`config.mk`:
```
export PLATFORM = sky130hd
export DESIGN_NAME = mem_bus_arbiter
export DESIGN_NICKNAME = d
export VERILOG_FILES = /design/src/rtl/mem_bus_arbiter.sv
export SDC_FILE = /design/constraint.sdc
export NUM_CORES = 1
export LEC_CHECK = 0
export BUFFER_PORTS_ARGS = -buffer_cell sky130_fd_sc_hd__buf_4
export CORE_AREA = 2 2 108 110
export CTS_BUF_LIST = sky130_fd_sc_hd__clkbuf_8
export DETAILED_ROUTE_END_ITERATION = 8
export DIE_AREA = 0 0 110 112
export PLACE_DENSITY_LB_ADDON = 0.12
export SLEW_MARGIN = 20
export SYNTH_ARGS = -nofsm -noshare
export SYNTH_HDL_FRONTEND = slang
export SYNTH_SLANG_ARGS = --single-unit
export TNS_END_PERCENT = 100
```
`constraint.sdc`:
```
create_clock -name i_clk -period 1.35 [get_ports i_clk]
set_input_delay 0.2025 -clock i_clk [delete_from_list [all_inputs] [get_ports i_clk]]
set_output_delay 0.2025 -clock i_clk [all_outputs]
set_load 0.02 [all_outputs]
```
`src/rtl/mem_bus_arbiter.sv`:
```
// Round-robin N-master arbiter in front of a single-port memory bus.
// Fixed-latency read data is routed back to the master that issued the read.
module mem_bus_arbiter #(
  parameter int unsigned WIDTH        = 32,
  parameter int unsigned NUM_MASTERS  = 2,
  parameter int unsigned READ_LATENCY = 1
) (
  input  logic                         i_clk,
  input  logic                         i_reset_n,
  input  logic [NUM_MASTERS-1:0]       i_req,
  input  logic [NUM_MASTERS-1:0]       i_we,
  input  logic [NUM_MASTERS*WIDTH-1:0] i_addr,
  input  logic [NUM_MASTERS*WIDTH-1:0] i_wdata,
  input  logic [NUM_MASTERS*4-1:0]     i_byteen,
  output logic [NUM_MASTERS-1:0]       o_gnt,
  output logic [NUM_MASTERS-1:0]       o_rvalid,
  output logic [WIDTH-1:0]             o_rdata,
  input  logic                         i_mem_ready,
  output logic [WIDTH-1:0]             o_mem_addr,
  output logic [WIDTH-1:0]             o_mem_write_data,
  output logic [3:0]                   o_mem_byteen,
  output logic                         o_mem_write_en,
  output logic                         o_mem_read_en,
  input  logic [WIDTH-1:0]             i_mem_read_data
);

  localparam int unsigned PTR_W = (NUM_MASTERS > 1) ? $clog2(NUM_MASTERS) : 1;

  logic [PTR_W-1:0] rr_ptr;
  logic [PTR_W-1:0] cand;
  logic [PTR_W-1:0] gnt_id;
  logic             gnt_any;
  logic             we_sel;

  logic [READ_LATENCY-1:0] tag_valid;
  logic [PTR_W-1:0]        tag_id [READ_LATENCY];

  function automatic logic [PTR_W-1:0] wrap_add(input logic [PTR_W-1:0] base,
                                                input int unsigned off);
    int unsigned sum;
    sum = 32'(base) + off;
    return PTR_W'(sum % NUM_MASTERS);
  endfunction

  // Search from rr_ptr upwards; gating by reset keeps outputs quiet while held in reset.
  always_comb begin
    gnt_any = 1'b0;
    gnt_id  = '0;
    cand    = '0;
    for (int unsigned i = 0; i < NUM_MASTERS; i++) begin
      cand = wrap_add(rr_ptr, i);
      for (int unsigned k = 0; k < NUM_MASTERS; k++) begin
        if (!gnt_any && i_req[k] && (cand == PTR_W'(k))) begin
          gnt_any = 1'b1;
          gnt_id  = PTR_W'(k);
        end
      end
    end
    if (!i_mem_ready || !i_reset_n) begin
      gnt_any = 1'b0;
      gnt_id  = '0;
    end
  end

  always_comb begin
    o_gnt            = '0;
    o_mem_addr       = '0;
    o_mem_write_data = '0;
    o_mem_byteen     = '0;
    we_sel           = 1'b0;
    for (int unsigned k = 0; k < NUM_MASTERS; k++) begin
      if (gnt_any && (gnt_id == PTR_W'(k))) begin
        o_gnt[k]         = 1'b1;
        o_mem_addr       = i_addr[k*WIDTH +: WIDTH];
        o_mem_write_data = i_wdata[k*WIDTH +: WIDTH];
        o_mem_byteen     = i_byteen[k*4 +: 4];
        we_sel           = i_we[k];
      end
    end
    o_mem_write_en = gnt_any & we_sel;
    o_mem_read_en  = gnt_any & ~we_sel;

    o_rvalid = '0;
    for (int unsigned k = 0; k < NUM_MASTERS; k++) begin
      if (tag_valid[READ_LATENCY-1] && (tag_id[READ_LATENCY-1] == PTR_W'(k))) begin
        o_rvalid[k] = 1'b1;
      end
    end
    o_rdata = tag_valid[READ_LATENCY-1] ? i_mem_read_data : '0;
  end

  // Tag pipeline shifts every cycle regardless of i_mem_ready so latency stays fixed.
  always_ff @(posedge i_clk or negedge i_reset_n) begin
    if (!i_reset_n) begin
      rr_ptr    <= '0;
      tag_valid <= '0;
      for (int unsigned i = 0; i < READ_LATENCY; i++) begin
        tag_id[i] <= '0;
      end
    end else begin
      if (gnt_any) begin
        rr_ptr <= wrap_add(gnt_id, 1);
      end
      for (int unsigned i = READ_LATENCY - 1; i > 0; i--) begin
        tag_valid[i] <= tag_valid[i-1];
        tag_id[i]    <= tag_id[i-1];
      end
      tag_valid[0] <= gnt_any & ~we_sel;
      tag_id[0]    <= gnt_id;
    end
  end

endmodule
```
* After elaboration in Yosys (flattened, before gate mapping)
Index checks and enable logic that the tools add are counted.
** Word-level totals
- Flip-flop bits (word level) :: 3
- Input port bits :: 175
** Operators by class
- Add/subtract/negate cells :: 2
- Muxes and demuxes :: 22
- Bitwise operators :: 7
- Reductions and logical operators :: 17
** Operators with widths (number)
- 32-bit 2-to-1 mux :: 5
- 1-bit 2-to-1 mux :: 15
- 1-bit logical AND :: 11
- 4-bit 2-to-1 mux :: 2
- 1-bit zero test :: 5
- 1-bit NOT :: 5
- 1-bit adder, second input constant :: 2
- 1-bit bitwise AND :: 2
- 1-bit logical OR :: 1

* Longest topological paths before layout
Gate-level depths: netlist (run 1).
- Word-level depth :: 22
- Mapped depth :: 4
- Gate-level depth less buffers :: 3

* Least setup slack after synthesis (run 1)
Ideal clock, no wire load.
- Path kind :: flip-flop to output port
- Start :: register rr_ptr
- End :: output o_mem_addr[23]
- Data arrival time :: 1.165 ns
- Required time :: 1.148 ns
- Slack :: -0.017 ns
- Cell stages (with the launch flop) :: 4
- Path buffers :: 1
- Cell sequence :: dfrtp_1 -> a21oi_4 -> buf_6 -> a22o_1
** Between the ends
- Cells in the longest elaborated chain, start to end :: 20
** RTL lines
- from (decl) :: RTL line 29 : logic [PTR_W-1:0] rr_ptr;
- from (signal assigned) :: RTL line 102 : rr_ptr <= wrap_add(gnt_id, 1);
- 1-bit NOT :: RTL line 53 : if (!gnt_any && i_req[k] && (cand == PTR_W'(k))) begin
- 1-bit logical AND :: RTL line 53
- 1-bit 2-to-1 mux :: RTL line 53
- 1-bit zero test :: RTL line 53
- 1-bit logical AND (2 in a row) :: RTL line 53
- 1-bit 2-to-1 mux :: RTL line 53
- 1-bit zero test :: RTL line 53
- 1-bit logical AND (2 in a row) :: RTL line 53
- 1-bit 2-to-1 mux :: RTL line 53
- 1-bit zero test :: RTL line 53
- 1-bit logical AND (2 in a row) :: RTL line 53
- 1-bit 2-to-1 mux :: RTL line 53
- 1-bit 2-to-1 mux :: RTL line 59 : if (!i_mem_ready || !i_reset_n) begin
- 1-bit NOT :: RTL line 72 : if (gnt_any && (gnt_id == PTR_W'(k))) begin
- 1-bit logical AND :: RTL line 72
- 32-bit 2-to-1 mux :: RTL line 72
- 32-bit 2-to-1 mux (*) :: RTL line 72
- to (decl) :: RTL line 19 : output logic [WIDTH-1:0] o_mem_addr,
Mark *: on every way between the ends. The rest lies on a longest branch, timed or not.

* Final worst setup path (run 1)
- Start :: register rr_ptr
- End :: output o_mem_addr[22]
Same word-level chain as after synthesis.

==> flow_summary.yaml, run 1 <==
cts:
  post_cts_clock_slew_at_the_launch_and_capture_registers_of_the_worst_setup_and_hold_paths_ns: 0.03
  tritoncts_clock_tree: "yes"
  cts-htree-levels: 1
  cts_max_path_buffers: 2
  cts_buf_count: 3
  cts_root_buf: "sky130_fd_sc_hd__clkbuf_8"
  clock_sink_count: 3
  clk-insertion-delay-late_ns: 0.22
place:
  detailedPlace.worstSlack_ns: -0.5813
  gp_routability_congestion: 0.7438
  place.detailed.instances: 549
  port_buffers: 280
layout:
  layout-area-overhead-vs-synth_pct: 246.3
  layout.cells.non_filler: 573
  fin_util_pct: 36.26
  fillCellCount: 1172
  layout-drive-gt1-share_pct: 74.65
  finalNetCount: 606
  number_of_inserted_diodes: 0
  multi_input_area_sq_um: 972.2
  flip_flop_and_latch_area_sq_um: 76.32
synth:
  fraction_of_registers_with_async_set_or_reset_after_synthesis_pct: 100.0
  number_of_different_library_cells_in_the_post_synthesis_netlist: 16
  synthesis_stage_register_bit_count: 3
  dominantRegCellSynth: "sky130_fd_sc_hd__dfrtp_1"
  mappedNetlistNets: 308
  synth_top_cell_by_area: "sky130_fd_sc_hd__a22o_1"
  yosys_warnings: 0
  synth_top_cell_area_share_pct: 50.91
  synth_area_per_cell_sq_um: 8.796
  postSynthCellCount: 133
  synthMostInstantiatedCell: "sky130_fd_sc_hd__a22o_1"
  synth_enable_flop_cells: 0
  synth_seq_area_share_pct: 6.417
  ys_top_cells_by_area: "sky130_fd_sc_hd__a22o_1 51%, sky130_fd_sc_hd__and2_1 18%, sky130_fd_sc_hd__buf_6 13%"
  ys_top_cells_by_count: "68 x sky130_fd_sc_hd__a22o_1, 33 x sky130_fd_sc_hd__and2_1, 14 x sky130_fd_sc_hd__buf_6, 3 x sky130_fd_sc_hd__clkbuf_1, 3 x sky130_fd_sc_hd__dfrtp_1"
  syn-cell-area_sq_mm: 0.001170
route:
  drt_first_pass_iters: 4
  drcViolationCount: 0
  postRouteAntennaNets: 0
  detail_route.wl_per_cell_um: 16.41
  via_count: 2379
  drt_iter0_markers: 51
  route.detailed.vias_per_inst: 4.152
  postRouteWirelength_um: 9404
global_routing:
  groute.layer.met2.usage_pct: 26.30
  grt_util_all_layers_pct: 12.58
  antenna_found_initial: 0
  number_of_global_route_vias_before_repair: 2339
  first_pass_grt_wire_length_um: 12030
  overflow: 0
  global_route.peak_usage_layer: "met2"
  gr-usage-met1_pct: 11.96
  use_met3_pct: 3.279
  grt_max_degree: 43
setup_path:
  path_max_fanout: 5
  timing.critical_path.arrival_ns: 1.54
  cp-startpoint: "rr_ptr"
  slowest_delay_ns: 0.43
  worst_setup_path_start_kind: "register"
  critical_path.reg2reg.startpoint: "rr_ptr"
  crit_path_cell_trace: "nor2b_4 > buf_12 > nor2_4 > clkbuf_16 > a22o_4 > buf_6"
  worst_path_dominant_cell_family: "buffers and inverters"
  cp.required_ns: 1.15
  worst_setup_path_end_kind: "primary output"
  path_buf_inv: 3
  cpMaxStageDelayCell: "sky130_fd_sc_hd__dfrtp_2"
  critical_path_class: "register to primary output"
timing:
  finalSetupViolCount: 73
  worst_slack_ns: -0.3945
  maxSlewViolCount: 0
  worst_case_hold_slack_ns: 0.3668
  unrepaired_setup_endpoints_after_global_routing: "yes"
  max_clock_freq_mhz: 573.2
  finalHoldViolations: 0
  final_min_period_over_clock_period_pct: 129.2
  slew_of_the_pin_with_the_lowest_slew_margin_ns: 0.3212
  finalWorstPathRequiredPeriod_ns: 1.745
  slew-limit-headroom_pct: 78.57
  clock_skew_ns: 0.003337
die:
  placementRows: 39
  core_area_sq_mm: 0.01117
  start_util_pct: 10.47
  width_of_the_chip_um: 110
  dieHeight_um: 112
  design.portCount: 281
  floorplan.die_area_sq_mm: 0.01232
min_path:
  worstHoldStart: "i_mem_ready"
  min_path_type: "primary input to register"
pwr:
  pwr_density_cell_mw_per_mm2: 421.8
  worst_case_vdd_ir_drop_mv: 0.1756
  post-layout-total-power_mw: 1.709
  total_leakage_power_nw: 2.129
outcome:
  violations: "negative setup slack"
  outcome: "complete, but fails checks"
job:
  cap_violations: 0
[metrics by stage]
stage / setup TNS, ns / cell area (sq um)
6_report: -25.98 / 4051
3_3_place_gp: -34.84 / 3382
3_5_place_dp: -35.88 / 3382
2_1_floorplan: 0 / 1170
5_1_grt: -30.51 / 4051
4_1_cts: -26.04 / 3847
[registers in the layout, indices dropped and copies added, names as in the netlist]
name,cells
tag_valid,1
tag_id,1
rr_ptr,1
[metal layers]
metal | routed length (um) | vias up
li1 | - | 1128
met5 | 0 | -
met3 | 1095 | 4
met1 | 3109 | 1074
met4 | 55 | 0
met2 | 5143 | 173
[worst min-delay path, stage by stage]
cell and delay (ns):
sky130_fd_sc_hd__buf_4 0.09, sky130_fd_sc_hd__buf_4 0.11, sky130_fd_sc_hd__a32o_1 0.15
[timing repair]
item / in CTS / in global routing
setup endpoints to repair: 74 / 95
cloned: 3 / 5
setup buffers: 7 / 4
pin swaps: 15 / 11
hold buffers: 1 / 0
hold endpoints to repair: 3 / 0
resized for setup: 64 / 16
[cell type report]
cell class                      count  area share (%)
Clock buffer                        3           1.019
Clock inverter                      1         0.09265
Inverter                            1         0.09265
Multi-Input combinational cell    115           24.00
Sequential cell                     3           1.884
Tap cell                          143           4.416
Timing Repair Buffer              307           68.50
[report_power, final]
part	switching (mW)	internal [mW]	leakage, nW
Clock	0.0609	0.194	0.0269
Combinational	0.540	0.800	2.06
Sequential	0.0124	0.102	0.0383
Total	0.613	1.10	2.13
[final timing paths]
path / depth (start not counted) / slack [ns] / to
max: 6 / -0.39 / o_mem_addr[22]
min: 3 / 0.37 / rr_ptr
max reg2reg: 7 / -0.07 / tag_valid
min reg2reg: 2 / 0.66 / rr_ptr
max in group asynchronous: 3 / 0.72 / rr_ptr
min in group asynchronous: 3 / 0.47 / tag_valid
[layout by cell type (no fill, tap or decap), types with 2 or more instances in the layout]
master	Yosys	final
sky130_fd_sc_hd__inv_1	1	2
sky130_fd_sc_hd__buf_4	0	219
sky130_fd_sc_hd__buf_12	0	9
sky130_fd_sc_hd__clkbuf_16	0	4
sky130_fd_sc_hd__clkbuf_8	0	3
sky130_fd_sc_hd__and2_1	33	33
sky130_fd_sc_hd__a22o_1	68	67
sky130_fd_sc_hd__dfrtp_1	3	2
sky130_fd_sc_hd__nand3_2	2	2
sky130_fd_sc_hd__a22o_4	1	2
sky130_fd_sc_hd__buf_8	0	2
sky130_fd_sc_hd__buf_6	14	72
sky130_fd_sc_hd__nor2_4	0	4
[cell families (layout without fill, tap and decap cells)]
| logic type | after synthesis | count (layout) | synth area share (%) |
|---|---|---|---|
| AO/OA/AOI/OAI | 72 | 72 | 55.29 |
| AND/OR/NAND/NOR | 40 | 43 | 23.53 |
| buffers and inverters | 18 | 312 | 14.76 |
| flip-flops | 3 | 3 | 6.417 |
Power figures use the tool's default switching activity.
==> run 2, diff against run 1 <==
Settings changed: CORE_AREA 2 2 108 110 to 2 2 110 112, DIE_AREA 0 0 110 112 to 0 0 112 114.
Clock period 1.35 ns to 1.6 ns, I/O delays scaled along.
==> flow_summary.yaml, run 2 (synthesis results as in run 1) <==
outcome:
  outcome: "complete, but fails checks"
  violations: "negative setup slack"
global_routing:
  groute.layer.met2.usage_pct: 28.89
  use_met3_pct: 3.879
  first_pass_grt_wire_length_um: 13590
  global_route.peak_usage_layer: "met2"
  number_of_global_route_vias_before_repair: 2414
  overflow: 0
  gr-usage-met1_pct: 13.56
  grt_util_all_layers_pct: 13.70
  antenna_found_initial: 0
  grt_max_degree: 26
job:
  cap_violations: 0
cts:
  cts-htree-levels: 1
  cts_buf_count: 3
  cts_max_path_buffers: 2
  cts_root_buf: "sky130_fd_sc_hd__clkbuf_8"
  tritoncts_clock_tree: "yes"
  clk-insertion-delay-late_ns: 0.22
  post_cts_clock_slew_at_the_launch_and_capture_registers_of_the_worst_setup_and_hold_paths_ns: 0.04
  clock_sink_count: 3
min_path:
  min_path_type: "primary input to register"
  worst_hold_path.num_cells: 3
layout:
  layout.cells.most_common_list: "221 x sky130_fd_sc_hd__buf_4, 73 x sky130_fd_sc_hd__buf_6, 67 x sky130_fd_sc_hd__a22o_1"
  layout-drive-gt1-share_pct: 74.42
  fin_util_pct: 35.34
  fillCellCount: 1232
  finalNetCount: 610
  layout.cells.non_filler: 581
  reg_top3: "rr_ptr (1), tag_id (1), tag_valid (1)"
  layout-area-overhead-vs-synth_pct: 253.8
  final_common_cell: "sky130_fd_sc_hd__buf_4"
  number_of_inserted_diodes: 0
  multi_input_area_sq_um: 964.7
  flip_flop_and_latch_area_sq_um: 75.07
die:
  width_of_the_chip_um: 112
  placementRows: 40
  floorplan.die_area_sq_mm: 0.01277
  core_area_sq_mm: 0.01171
  start_util_pct: 9.989
  dieHeight_um: 114
  design.portCount: 281
timing:
  finalHoldViolations: 0
  finalSetupViolCount: 71
  final_min_period_over_clock_period_pct: 110.7
  max_clock_freq_mhz: 564.4
  worst_case_hold_slack_ns: 0.3975
  maxSlewViolCount: 0
  finalWorstPathRequiredPeriod_ns: 1.772
  unrepaired_setup_endpoints_after_global_routing: "yes"
  slew-limit-headroom_pct: 79.45
  slew_of_the_pin_with_the_lowest_slew_margin_ns: 0.3078
  worst_slack_ns: -0.1719
  clock_skew_ns: 0.004038
pwr:
  pwr_density_cell_mw_per_mm2: 356.2
  total_leakage_power_nw: 2.173
  worst_case_vdd_ir_drop_mv: 0.2774
  post-layout-total-power_mw: 1.474
route:
  drt_first_pass_iters: 4
  route.detailed.vias_per_inst: 4.189
  drcViolationCount: 0
  postRouteWirelength_um: 10120
  detail_route.wl_per_cell_um: 17.41
  postRouteAntennaNets: 0
  via_count: 2434
  drt_iter0_markers: 81
setup_path:
  worst_setup_path_start_kind: "register"
  cpMaxStageDelayCell: "sky130_fd_sc_hd__dfrtp_1"
  r2r_slack_ns: 0.17
  worst_setup_path_end_kind: "primary output"
  crit_path_cell_trace: "buf_6 > a21oi_4 > buf_12 > clkbuf_16 > a22o_1 > buf_4"
  cell_depth_of_the_worst_flop_to_flop_path: 7
  path_max_fanout: 11
  timing.critical_path.arrival_ns: 1.53
  critical_path_class: "register to primary output"
  cp.required_ns: 1.36
  slowest_delay_ns: 0.41
place:
  port_buffers: 280
  gp_routability_congestion: 0.7360
  post-dp-hpwl_um: 6941
  place.detailed.instances: 552
  detailedPlace.worstSlack_ns: -0.3606
## run 2: changes by cell type in the layout (fill, tap and decap cells not counted), sizes merged
cell,change
buf,+3
clkbuf,+1
## run 2: path summary, 6_finish.rpt
check,from,to
max in group asynchronous,i_reset_n,tag_valid
hold reg to reg,rr_ptr,rr_ptr
hold / removal,i_reset_n,rr_ptr
setup / recovery,rr_ptr,o_mem_write_data[31]
min in group asynchronous,i_reset_n,tag_id
setup reg to reg,rr_ptr,tag_valid
## run 2: final cells by class
type / count / area share [%]
clock buffer: 3 / 0.9976
clock inverter: 1 / 0.09069
inverter: 1 / 0.09069
multi-input combinational: 115 / 23.31
sequential: 3 / 1.814
tap: 147 / 4.444
timing repair buffer: 311 / 69.26
## run 2: report_power, final
part           internal [mW]  switching [mW]  leakage [nW]
Clock                  0.164          0.0602        0.0269
Combinational          0.694           0.460          2.11
Sequential            0.0849          0.0113        0.0394
Total                  0.943           0.531          2.17
## run 2: what timing repair did
action	CTS	global route
endpoints found under the hold margin	3	0
pin swaps	12	28
hold buffers	1	0
buffers inserted	11	3
cloned	6	4
setup endpoints to repair	71	72
gates resized for setup	57	27
## run 2: layer usage
layer / share of wire [%] / routed length, um
met4: 0.87 / 88
met3: 10 / 1015
met2: 56 / 5676
met1: 33 / 3335
met5: 0 / 0
## run 2: critical path: cells and delay by family, from the launching register on
| family | cells | cell delay [ns] |
|---|---|---|
| DFF | 1 | 0.41 |
| AOI/OAI and AO/OA | 2 | 0.26 |
| buffers and inverters | 4 | 0.64 |
## run 2: metrics by stage
stage / instance area (sq um) / TNS (ns)
2_1_floorplan: 1170 / 0
3_3_place_gp: 3367 / -21.51
3_5_place_dp: 3367 / -23.17
4_1_cts: 3900 / -11.53
5_1_grt: 4139 / -14.53
6_report: 4139 / -10.50
